**config.mk**
```make
export PLATFORM = sky130hd
export DESIGN_NAME = jtkunio_dwnld
export DESIGN_NICKNAME = d
export VERILOG_FILES = /design/src/rtl/jtkunio_dwnld.sv
export SDC_FILE = /design/constraint.sdc
export NUM_CORES = 1
export LEC_CHECK = 0
export BUFFER_PORTS_ARGS = -buffer_cell sky130_fd_sc_hd__buf_2
export CAP_MARGIN = 5
export CORE_MARGIN = 4
export CORE_UTILIZATION = 30
export CTS_CLUSTER_SIZE = 14
export DETAILED_ROUTE_END_ITERATION = 8
export GPL_TIMING_DRIVEN = 1
export SLEW_MARGIN = 40
export SYNTH_ARGS = -nofsm -noshare
export SYNTH_HDL_FRONTEND = slang
export SYNTH_SLANG_ARGS = --single-unit
```
**constraint.sdc**
```tcl
create_clock -name clk -period 2.1 [get_ports clk]
set_input_delay 0 -clock clk [delete_from_list [all_inputs] [get_ports clk]]
set_output_delay 0 -clock clk [all_outputs]
set_load 0.05 [all_outputs]
```
**src/rtl/jtkunio_dwnld.sv**
```systemverilog
// ROM download front end for the Kunio core: maps ioctl bytes to SDRAM bank/word writes
// through a two-entry queue. Define JTKUNIO_GFXSWAP_EN to interleave gfx plane halves (ba2/ba3).
module jtkunio_dwnld #(
  parameter logic [24:0] BA1_START = 25'h1_0000,
  parameter logic [24:0] BA2_START = 25'h3_0000,
  parameter logic [24:0] BA3_START = 25'h5_8000,
  parameter logic [24:0] END_ADDR  = 25'h9_8000
) (
  input  logic        rst_n,
  input  logic        clk,
  input  logic        downloading,
  input  logic [24:0] ioctl_addr,
  input  logic [7:0]  ioctl_dout,
  input  logic        ioctl_wr,
  output logic [21:0] prog_addr,
  output logic [15:0] prog_data,
  output logic [1:0]  prog_mask,
  output logic [1:0]  prog_ba,
  output logic        prog_we,
  input  logic        prog_rdy,
  output logic        dwnld_busy,
  output logic        ovf
);

  typedef enum logic { IDLE, WAIT } state_t;

  typedef struct packed {
    logic [21:0] addr;
    logic [1:0]  ba;
    logic [1:0]  mask;
    logic [7:0]  dout;
  } entry_t;

  state_t      state;
  entry_t      q0, q1;
  logic        v0, v1;
  logic        dec_ok;
  logic [1:0]  dec_ba;
  logic [22:0] dec_off;
  logic [22:0] swz_off;
  entry_t      dec_entry;
  logic        push, pop;
  logic        eff0, eff1;

  // Only the low 23 offset bits matter (banks up to 8 MB), so the subtraction is done at that width.
  always_comb begin
    dec_ok  = 1'b1;
    dec_ba  = 2'd0;
    dec_off = ioctl_addr[22:0];
    if (ioctl_addr < BA1_START) begin
      dec_ba  = 2'd0;
      dec_off = ioctl_addr[22:0];
    end else if (ioctl_addr < BA2_START) begin
      dec_ba  = 2'd1;
      dec_off = ioctl_addr[22:0] - BA1_START[22:0];
    end else if (ioctl_addr < BA3_START) begin
      dec_ba  = 2'd2;
      dec_off = ioctl_addr[22:0] - BA2_START[22:0];
    end else if (ioctl_addr < END_ADDR) begin
      dec_ba  = 2'd3;
      dec_off = ioctl_addr[22:0] - BA3_START[22:0];
    end else begin
      dec_ok  = 1'b0;
    end
    swz_off = dec_off;
`ifdef JTKUNIO_GFXSWAP_EN
    if (dec_ba[1])
      swz_off = {dec_off[22:6], dec_off[4:1], dec_off[5], dec_off[0]};
`endif
    dec_entry.addr = swz_off[22:1];
    dec_entry.ba   = dec_ba;
    dec_entry.mask = swz_off[0] ? 2'b01 : 2'b10;
    dec_entry.dout = ioctl_dout;
  end

  assign push = ioctl_wr & downloading & dec_ok;
  assign pop  = (state == WAIT) & prog_we & prog_rdy;

  // Occupancy as seen after this cycle's pop, so a simultaneous pop makes room for the push.
  assign eff0 = pop ? v1 : v0;
  assign eff1 = pop ? 1'b0 : v1;

  always_ff @(posedge clk or negedge rst_n) begin
    if (!rst_n) begin
      q0  <= '0;
      q1  <= '0;
      v0  <= 1'b0;
      v1  <= 1'b0;
      ovf <= 1'b0;
    end else begin
      if (pop) begin
        q0 <= q1;
        v0 <= v1;
        v1 <= 1'b0;
      end
      if (push) begin
        if (!eff0) begin
          q0 <= dec_entry;
          v0 <= 1'b1;
        end else if (!eff1) begin
          q1 <= dec_entry;
          v1 <= 1'b1;
        end else begin
          ovf <= 1'b1;
        end
      end
    end
  end

  // Head entry stays in the queue until accepted; returning to IDLE forces a low prog_we cycle.
  always_ff @(posedge clk or negedge rst_n) begin
    if (!rst_n) begin
      state     <= IDLE;
      prog_we   <= 1'b0;
      prog_addr <= '0;
      prog_data <= '0;
      prog_mask <= 2'b11;
      prog_ba   <= '0;
    end else begin
      case (state)
        IDLE: begin
          if (v0) begin
            prog_addr <= q0.addr;
            prog_data <= {q0.dout, q0.dout};
            prog_mask <= q0.mask;
            prog_ba   <= q0.ba;
            prog_we   <= 1'b1;
            state     <= WAIT;
          end
        end
        WAIT: begin
          if (prog_rdy) begin
            prog_we <= 1'b0;
            state   <= IDLE;
          end
        end
        default: state <= IDLE;
      endcase
    end
  end

  always_ff @(posedge clk or negedge rst_n) begin
    if (!rst_n)
      dwnld_busy <= 1'b0;
    else
      dwnld_busy <= downloading | v0 | v1 | prog_we;
  end

endmodule
```
==> flow_summary.toml <==
[timing]
maxSlewViolCount = 0
setup_viol_count_final = 0
setup_tns_ps = 0
setup_slack_ps = 400.3
skew_ps = 7.139
worstMarginPinSlew_ps = 590.6
hold_viol = 0
min_period_ps = 1700
relSlewSlack_pct = 60.12
clock.fmax_mhz = 588.4
min_period_over_period_pct = 80.94
rsz0062_at_grt = "false"

[job]
maxCapViolCount = 0

[placement]
dp.final_hpwl_mm = 7.479
portBuffers = 82
dp_slack_ps = 70.29
gp_congestion = 0.8003

[clock_network]
cts_resized = 0
cts_buffers = 9
clockBufferDepth = 2
clock_latency_ps = 350
cts_root_buffer = "clkbuf_16"
cts_setup_buffers = 0
cts_tree = "done"
clock-sinks = 108
hold_buffers = 26
clk_pin_slew_worst_paths_ps = 70
h-tree-depth = 3

[synth]
ys.flop_type = "dfrtp_1"
ys_seq_elements = 108
ys_types = 41
synth_edf_count = 0
synth_xor_area_share_pct = 0.1852
synth-adder-area-share_pct = 1.058
syn-instance-count = 477
synth_top_family_by_area = "simple AND/OR/NAND/NOR gates"
synthMuxAreaShare_pct = 8.624
yosys.area_share.simple_pct = 18.49
ys_seq_area_share_pct = 57.20
synth_compound_area_share_pct = 10.13
syn_nets = 519
syn_area_per_cell_um2 = 9.915
syn-cell-area_um2 = 4730
async_flop_share_pct = 100.0
yosysWarnings = 0

[power_and_ir_drop]
power.density_nw_per_um2 = 1188
combPwrFrac_pct = 36.7
power.leakage_uw = 0.003060
power_switching_uw = 2903
switching_share_pct = 40.56
p_int_uw = 4254
max-vdd-ir-drop_mv = 0.5203
p_seq_share_pct = 38.8
p_clk_share_pct = 24.6

[worst_setup_path]
worstSetupStartpointType = "primary input"
critPathKind = "primary input to flip-flop"
r2r_slack_ps = 410
worst-path-buf-inv = 1
crit_path_cell_trace = "buf_2, ha_1, or3_4, mux2_4, o311a_1, or4_1, a31oi_1"
r2r_end = "q0[25]$_DFF_PN0_"
startpoint = "ioctl_addr[15]"
critPathCapture = "q0[29]$_DFF_PN0_"
path_delay_family = "simple AND/OR/NAND/NOR gates"
ff2ff_path_depth = 7
critPathArrivalTime_ps = 1970
reg2reg_from = "prog_we$_DFFE_PN0P_"
cp-end-kind = "flip-flop"
max_stage_delay_ps = 430
cp.depth = 7
cp.required_ps = 2370
cp_slowest_cell = "or4_1"
worstPathMaxFanout = 4

[detailed_routing]
num_vias = 3691
routed_wl_mm = 10.99
dr.pass1.iters = 4
wl_per_cell_um = 13.79
drt_iter0_drc = 234
ant_nets = 0
drc_errors = 0
viasPerCell = 4.631

[floorplan]
io_pins = 83
initial_utilization_pct = 30.88
dieArea_um2 = 17840
core_area_um2 = 15310
die_y_um = 133.6
chipWidth_um = 133.6
fp-row-count = 45

[global_routing]
antenna_found_initial = 1
overflow = 0
grt_max_degree = 48
grt_pass1_wl_mm = 18.85
grt_usage_pct = 13.05
grt_pass1_vias = 3851

[layout]
fill_cells = 1533
areaGrowthSynthToFinish_pct = 27.33
drive_gt1_share_pct = 27.82
final_nets = 623
final_common_cell = "nand2_1"
antenna_cells = 0
mostFrequentLayoutCells = "nand2_1 (159), dfrtp_1 (106), buf_2 (81)"

[status]
status = "finished, final reports clean"

[min_path]
hold_path.class = "primary input to flip-flop"
-- cell families (layout without fill, tap and decap cells) --
| group | count (synthesis) | count (layout) |
|---|---|---|
| compound gates | 74 | 74 |
| xor+xnor | 1 | 1 |
| mux | 36 | 36 |
| buf+inv | 39 | 148 |
| fa+ha+maj | 4 | 4 |
| flops | 108 | 108 |
| simple gates | 215 | 215 |
-- cell type report --
| type | count | area, µm² | share of cell area (%) |
|---|---|---|---|
| clock buffers | 11 | 252.7 | 4.197 |
| clock inverters | 5 | 58.81 | 0.9765 |
| inverters | 5 | 18.77 | 0.3117 |
| multi-input cells | 330 | 1844 | 30.63 |
| flip-flops and latches | 108 | 2705 | 44.92 |
| well taps | 211 | 264.0 | 4.384 |
| repair buffers | 127 | 878.3 | 14.59 |
-- cell usage after synthesis (all sizes together), types with 4 or more instances --
library cell  count  share of area (%)
a31oi            29                3.8
o21ai            17                1.8
nand2           160                 13
nor2             30                2.4
buf              20                2.8
inv               5               0.40
a21oi            12                1.3
and3              4               0.53
nor3              4               0.42
mux2             35                8.4
nand3             4               0.42
clkbuf           14                1.1
dfrtp           106                 56
ha                4                1.1
-- power groups by stage --
stage          combinational, µW  sequential [µW]  clock [µW]
6_report                    2620             2770        1760
3_3_place_gp                2590             2800           0
2_1_floorplan               1050             3780           0
5_1_grt                     2790             2850        1920
3_5_place_dp                2620             2820           0
4_1_cts                     2660             2780        1820
-- worst min-delay path by stage --
stage	from	endpoint	slack (ps)	cells after the start
after global placement	rst_n	prog_data[8]$_DFFE_PN0P_	-50	1
after detailed placement	rst_n	prog_data[8]$_DFFE_PN0P_	-50	1
final	ioctl_wr	v1$_DFF_PN0_	20	3
after global routing	ioctl_wr	v1$_DFF_PN0_	30	3
after CTS	ioctl_wr	v1$_DFF_PN0_	10	3
after floorplan	rst_n	dwnld_busy$_DFF_PN0_	-300	0
-- worst reg2reg max path, delay by kind of cell, from the launching register on --
family / cells / cell delay (ps)
buffers and inverters: 2 / 400
AOI/OAI and AO/OA: 1 / 50
DFF: 1 / 430
and+or+nand+nor: 4 / 700
-- stage by stage --
step / power (µW) / area (µm²) / util, % / hold WS [ps] / std cells
3_5_place_dp: 5441 / 5450 / 35.59 / -46.43 / 755
5_1_grt: 7558 / 6022 / 39.32 / 34.10 / 797
4_1_cts: 7267 / 6022 / 39.32 / 14.74 / 797
3_3_place_gp: 5396 / 5450 / 35.59 / -50.46 / 755
2_1_floorplan: 4835 / 4730 / - / -295.6 / 477
6_report: 7157 / 6022 / 39.32 / 22.06 / 797
-- flip-flops by register name (all words and copies together) (netlist names) --
name,cells
prog_data,8
v1,1
q0,34
prog_mask,2
prog_we,1
prog_ba,2
prog_addr,22
dwnld_busy,1
state,1
ovf,1
v0,1
q1,34
-- metal layers --
metal / part of all wire [%] / wire length (µm) / track usage, % / vias up
met2: 47 / 5174 / 21.59 / 102
met3: 5.0 / 547 / 3.399 / 17
met1: 46 / 5085 / 16.40 / 1765
met5: 0.064 / 7 / 0 / -
li1: - / - / - / 1805
met4: 1.6 / 173 / 5.086 / 2
Power figures use the tool's default switching activity.
